===== config.mk =====
export PLATFORM = sky130hd
export DESIGN_NAME = mc_ctrl
export DESIGN_NICKNAME = d
export VERILOG_FILES = /design/src/rtl/mc_pkg.sv /design/src/rtl/alu_dec.sv /design/src/rtl/mc_ctrl.sv
export SDC_FILE = /design/constraint.sdc
export NUM_CORES = 1
export LEC_CHECK = 0
export BUFFER_PORTS_ARGS = -buffer_cell sky130_fd_sc_hd__buf_2
export CORE_ASPECT_RATIO = 1.2
export CORE_UTILIZATION = 47
export DETAILED_ROUTE_END_ITERATION = 6
export GPL_TIMING_DRIVEN = 0
export PLACE_DENSITY_LB_ADDON = 0.1
export REMOVE_ABC_BUFFERS = 1
export SLEW_MARGIN = 20
export SYNTH_ARGS = -nofsm -noshare
export SYNTH_HDL_FRONTEND = slang
export SYNTH_HIERARCHICAL = 1
export SYNTH_SLANG_ARGS = --single-unit

===== constraint.sdc =====
create_clock -name i_clk -period 2.2 [get_ports i_clk]
set_input_delay 0.11 -clock i_clk [delete_from_list [all_inputs] [get_ports i_clk]]
set_output_delay 0.11 -clock i_clk [all_outputs]
set_load 0.1 [all_outputs]

===== src/rtl/mc_pkg.sv =====
// Shared encodings for the multicycle MIPS-subset control unit: opcodes, functs,
// ALU function codes, ALU-op classes and FSM state codes.
package mc_pkg;

   localparam logic [5:0] OP_RTYPE = 6'b000000;
   localparam logic [5:0] OP_LW    = 6'b100011;
   localparam logic [5:0] OP_SW    = 6'b101011;
   localparam logic [5:0] OP_BEQ   = 6'b000100;
   localparam logic [5:0] OP_ADDI  = 6'b001000;
   localparam logic [5:0] OP_J     = 6'b000010;

   localparam logic [5:0] FN_ADD = 6'b100000;
   localparam logic [5:0] FN_SUB = 6'b100010;
   localparam logic [5:0] FN_AND = 6'b100100;
   localparam logic [5:0] FN_OR  = 6'b100101;
   localparam logic [5:0] FN_SLT = 6'b101010;

   localparam logic [2:0] ALU_ADD = 3'b010;
   localparam logic [2:0] ALU_SUB = 3'b110;
   localparam logic [2:0] ALU_AND = 3'b000;
   localparam logic [2:0] ALU_OR  = 3'b001;
   localparam logic [2:0] ALU_SLT = 3'b111;

   // ALUOP_NONE is the idle class: it yields function code 000 in states that
   // do not use the ALU, so those states drive all-zero outputs.
   typedef enum logic [1:0] {
      ALUOP_NONE  = 2'b00,
      ALUOP_ADD   = 2'b01,
      ALUOP_SUB   = 2'b10,
      ALUOP_FUNCT = 2'b11
   } aluop_t;

   typedef enum logic [3:0] {
      S_FETCH   = 4'd0,
      S_DECODE  = 4'd1,
      S_MEMADR  = 4'd2,
      S_MEMRD   = 4'd3,
      S_MEMWB   = 4'd4,
      S_MEMWR   = 4'd5,
      S_EXECUTE = 4'd6,
      S_ALUWB   = 4'd7,
      S_BRANCH  = 4'd8,
      S_ADDIEX  = 4'd9,
      S_ADDIWB  = 4'd10,
      S_JUMP    = 4'd11
   } state_t;

endpackage


===== src/rtl/alu_dec.sv =====
// ALU function decoder: maps the ALU-op class and R-type funct onto the 3-bit
// ALU function code, and flags whether the funct is one we support.
module alu_dec
   import mc_pkg::*;
(
   input  aluop_t     aluop_i,
   input  logic [5:0] funct_i,
   output logic [2:0] alu_func_o,
   output logic       funct_valid_o
);

   logic [2:0] funct_code;

   always_comb begin
      funct_code    = ALU_AND;
      funct_valid_o = 1'b1;
      case (funct_i)
         FN_ADD:  funct_code = ALU_ADD;
         FN_SUB:  funct_code = ALU_SUB;
         FN_AND:  funct_code = ALU_AND;
         FN_OR:   funct_code = ALU_OR;
         FN_SLT:  funct_code = ALU_SLT;
         default: funct_valid_o = 1'b0;
      endcase
   end

   always_comb begin
      alu_func_o = ALU_AND;
      case (aluop_i)
         ALUOP_ADD:   alu_func_o = ALU_ADD;
         ALUOP_SUB:   alu_func_o = ALU_SUB;
         ALUOP_FUNCT: alu_func_o = funct_code;
         default:     alu_func_o = ALU_AND;
      endcase
   end

endmodule


===== src/rtl/mc_ctrl.sv =====
// Multicycle MIPS-subset control FSM: Moore state sequence driving datapath
// enables, mux selects and the ALU function, with a req/ready memory handshake.
module mc_ctrl
   import mc_pkg::*;
(
   input  logic       i_clk,
   input  logic       i_rstn,
   input  logic [5:0] i_op,
   input  logic [5:0] i_funct,
   input  logic       i_zero,
   input  logic       i_mem_ready,
   output logic       o_mem_req,
   output logic       o_mem_write,
   output logic       o_iord,
   output logic       o_ir_write,
   output logic       o_pc_en,
   output logic [1:0] o_pc_src,
   output logic       o_alu_src_a,
   output logic [1:0] o_alu_src_b,
   output logic [2:0] o_alu_func,
   output logic       o_reg_write,
   output logic       o_reg_dst,
   output logic       o_mem_to_reg,
   output logic       o_illegal
);

   // Memory handshake: o_mem_req is held for as long as the access is pending;
   // the access completes in the cycle where o_mem_req and i_mem_ready are both 1.

   state_t state_q, state_d;
   aluop_t aluop;
   logic   pcwrite;
   logic   branch;
   logic   funct_valid;

   alu_dec u_alu_dec (
      .aluop_i       (aluop),
      .funct_i       (i_funct),
      .alu_func_o    (o_alu_func),
      .funct_valid_o (funct_valid)
   );

   always_ff @(posedge i_clk) begin
      if (!i_rstn) state_q <= S_FETCH;
      else         state_q <= state_d;
   end

   always_comb begin
      state_d      = S_FETCH;
      aluop        = ALUOP_NONE;
      pcwrite      = 1'b0;
      branch       = 1'b0;
      o_mem_req    = 1'b0;
      o_mem_write  = 1'b0;
      o_iord       = 1'b0;
      o_ir_write   = 1'b0;
      o_pc_src     = 2'b00;
      o_alu_src_a  = 1'b0;
      o_alu_src_b  = 2'b00;
      o_reg_write  = 1'b0;
      o_reg_dst    = 1'b0;
      o_mem_to_reg = 1'b0;
      o_illegal    = 1'b0;

      case (state_q)
         S_FETCH: begin
            o_mem_req   = 1'b1;
            o_alu_src_b = 2'b01;
            aluop       = ALUOP_ADD;
            o_ir_write  = i_mem_ready;
            pcwrite     = i_mem_ready;
            state_d     = i_mem_ready ? S_DECODE : S_FETCH;
         end
         S_DECODE: begin
            o_alu_src_b = 2'b11;
            aluop       = ALUOP_ADD;
            case (i_op)
               OP_LW, OP_SW: state_d = S_MEMADR;
               OP_BEQ:       state_d = S_BRANCH;
               OP_ADDI:      state_d = S_ADDIEX;
               OP_J:         state_d = S_JUMP;
               OP_RTYPE: begin
                  state_d   = funct_valid ? S_EXECUTE : S_FETCH;
                  o_illegal = !funct_valid;
               end
               default:      o_illegal = 1'b1;
            endcase
         end
         S_MEMADR: begin
            o_alu_src_a = 1'b1;
            o_alu_src_b = 2'b10;
            aluop       = ALUOP_ADD;
            state_d     = (i_op == OP_LW) ? S_MEMRD : S_MEMWR;
         end
         S_MEMRD: begin
            o_mem_req = 1'b1;
            o_iord    = 1'b1;
            state_d   = i_mem_ready ? S_MEMWB : S_MEMRD;
         end
         S_MEMWB: begin
            o_mem_to_reg = 1'b1;
            o_reg_write  = 1'b1;
         end
         S_MEMWR: begin
            o_mem_req   = 1'b1;
            o_iord      = 1'b1;
            o_mem_write = 1'b1;
            state_d     = i_mem_ready ? S_FETCH : S_MEMWR;
         end
         S_EXECUTE: begin
            o_alu_src_a = 1'b1;
            aluop       = ALUOP_FUNCT;
            state_d     = S_ALUWB;
         end
         S_ALUWB: begin
            o_reg_dst   = 1'b1;
            o_reg_write = 1'b1;
         end
         S_BRANCH: begin
            o_alu_src_a = 1'b1;
            aluop       = ALUOP_SUB;
            o_pc_src    = 2'b01;
            branch      = 1'b1;
         end
         S_ADDIEX: begin
            o_alu_src_a = 1'b1;
            o_alu_src_b = 2'b10;
            aluop       = ALUOP_ADD;
            state_d     = S_ADDIWB;
         end
         S_ADDIWB: o_reg_write = 1'b1;
         S_JUMP: begin
            o_pc_src = 2'b10;
            pcwrite  = 1'b1;
         end
         default: state_d = S_FETCH;
      endcase

      // In reset the outputs look like an idle FETCH with every enable off, so
      // an instruction interrupted mid-flight cannot complete a write.
      if (!i_rstn) begin
         aluop        = ALUOP_ADD;
         pcwrite      = 1'b0;
         branch       = 1'b0;
         o_mem_req    = 1'b0;
         o_mem_write  = 1'b0;
         o_iord       = 1'b0;
         o_ir_write   = 1'b0;
         o_pc_src     = 2'b00;
         o_alu_src_a  = 1'b0;
         o_alu_src_b  = 2'b01;
         o_reg_write  = 1'b0;
         o_reg_dst    = 1'b0;
         o_mem_to_reg = 1'b0;
         o_illegal    = 1'b0;
      end
   end

   assign o_pc_en = pcwrite | (branch & i_zero);

endmodule


==> results.cfg <==
[yosys]
synthDistinctLibCells = 42
avgSynthCellArea_sq_um = 6.85
yosysSeqAreaShare_pct = 10.5
synth-edff-count = 0
synth-main-ff-cell = dfxtp_1
yosys.area.top_type = dfxtp_1
synthTopCellsByArea = dfxtp_1, nor2_1, a21oi_1, nand2b_1, nor2b_1
synthMostInstantiatedCell = nor2_1
post_synth_inst_count = 111
synth-seq-cells = 4
synthArstFlopShare_pct = 0
synth_top_area_share_pct = 10.5
yosysWarnings = 6
ys_top_cells_by_count = nor2_1, a21oi_1, nor3_1
syn_area_sq_um = 761

[sta]
worst_clock_skew_ns = 0.000871
final-hold-violation-count = 0
finalSetupViolCount = 0
fin_crit_ns = 2.00
fmax_ghz = 0.499
max_slew_margin_pct = 67.5
fin_crit_sh_pct = 91.0
worst_slack_ns = 0.198
report.final.slew_viol_count = 0
rsz0062_at_grt = false
worst_pin_slew_ns = 0.491

[drt]
ant_nets = 0
drt_wl_total_mm = 1.99
routed-via-count = 940
routedWlPerCell_um = 12.7
detail_route.vias_per_cell = 5.99
drt_iter0_markers = 23
drt_first_pass_iters = 4
drc = 0

[grt]
grt_pass1_vias = 772
grt_max_degree = 21
grt_pass1_wl_mm = 3.11
overflow = 0
antenna_found_initial = 0
track_usage_pct = 24.0

[floorplan]
start_util_pct = 51.3
die_area_sq_mm = 0.00178
fp-row-count = 15
core_sq_mm = 0.00148
die_x_um = 38.7
die_h_um = 46.1
io_pins = 33

[finish]
top_register = state_q
postLayoutCellArea_sq_um = 953
layout.nets = 158
antennaDiodeCount = 0
largest_reg_flops = 4
syn_to_final_growth_pct = 25.3
utilization_pct = 64.3
final-instance-count-excl-fill = 157
largest_registers = state_q x4
layout-drive-gt1-share_pct = 35.7

[clock_network]
cts_made_buffers = 3
cts_tree = yes
hold_buffers = 0
ctsHtreeMaxLevel = 1
cts_sinks = 4
worstSkewPairLatency_ns = 0.23
cts_root_buf = clkbuf_4
clk_pin_slew_ns = 0.04
cts.path.max_buffers = 2

[worst_setup_path]
arrival_ns = 1.89
r2r_slack_ns = 0.83
crit_required_ns = 2.09
crit_fanout = 11
endpoint_kind = output port
crit_type = register to output port
cp-start-kind = register
crit_buf_inv = 1
crit_family = simple AND/OR/NAND/NOR gates
slowest_stage = dfxtp_4
slowest_delay_ns = 0.37
cp_cell_sequence = nand2b_1, nor2_2, a21oi_1, nor3b_2, and4b_1, o21a_1, clkbuf_4

[hold_path]
hold_class = input port to register

[pwr]
power.density_mw_per_mm2 = 306
leakagePower_uw = 0.000403
p_total_uw = 291
peakVddDrop_uv = 138

[place]
place_area_sq_um = 877
io_buffer_count = 32
preCtsSetupSlack_ns = -0.431
dp.cells = 152
place_hpwl_mm = 1.42
routabilityCongestion = 0.766

[job]
drv_cap = 0

[status]
outcome = finished, final reports clean
-- repair_timing --
action / in CTS / in global routing
resized for setup: 9 / 5
buffers inserted: 1 / 1
pin swaps: 1 / 2
cloned: 0 / 0
endpoints found under the setup margin: 3 / 3
-- routing by layer --
layer  part of all wire [%]  global-route usage [%]  vias to the layer above
li1                       -                       -                      469
met4                    1.2                    6.21                        0
met3                    4.9                    3.38                        4
met1                     45                    29.5                      423
met2                     49                    42.7                       44
met5                      0                       0                        -
-- per-stage QoR --
step / TNS [ns] / hold slack [ns]
after floorplan: -8.88 / 0.248
after global placement: -0.909 / 0.473
after detailed placement: -1.13 / 0.468
after CTS: 0 / 0.215
after global routing: 0 / 0.252
final: 0 / 0.216
-- tightest hold or removal path: stages --
cell,delay (ns)
buf_2,0.16
o21ai_0,0.09
a21oi_1,0.04
-- layout make-up --
cell class / instances / area, sq um
multi-input combinational: 97 / 626
fill: 143 / 529
timing repair buffer: 34 / 186
sequential: 4 / 90.1
clock buffer: 3 / 22.5
tap: 17 / 21.3
inverter: 2 / 7.51
-- cell families after synthesis --
family	synth area share, %
compound gates	28.5
simple gates	45.4
xor+xnor	4.61
mux	1.48
buf+inv	9.54
flops	10.5
-- power by group --
part / switching, uW / leakage, uW / internal (uW)
Combinational: 84.3 / 0.000355 / 36.0
Clock: 31.4 / 0.0000138 / 61.1
Sequential: 6.20 / 0.0000349 / 72.3
Total: 122 / 0.000403 / 169
-- cell usage in the layout, fill, tap and decap left out, types with 2 or more instances in the layout --
cell type,count
a21oi_1,8
o21ai_0,4
a22oi_1,2
nor3_1,7
dfxtp_4,2
nand3_1,3
a211oi_1,2
buf_2,29
nand2_1,6
nand2b_1,6
a32oi_1,2
xnor2_1,3
inv_1,2
nor4_1,3
nor2b_1,5
o21a_1,2
nand3b_1,2
o21ai_1,5
buf_4,2
dfxtp_2,2
nor2_1,13
clkbuf_4,5
-- path summary, 6_finish.rpt --
check	depth (start not counted)	startpoint	endpoint
setup / recovery	7	state_q[2]	o_alu_func[0]
setup reg to reg	4	state_q[1]	state_q[2]
hold reg to reg	2	state_q[3]	state_q[3]
hold / removal	3	i_rstn	state_q[1]
Power figures use the tool's default switching activity.
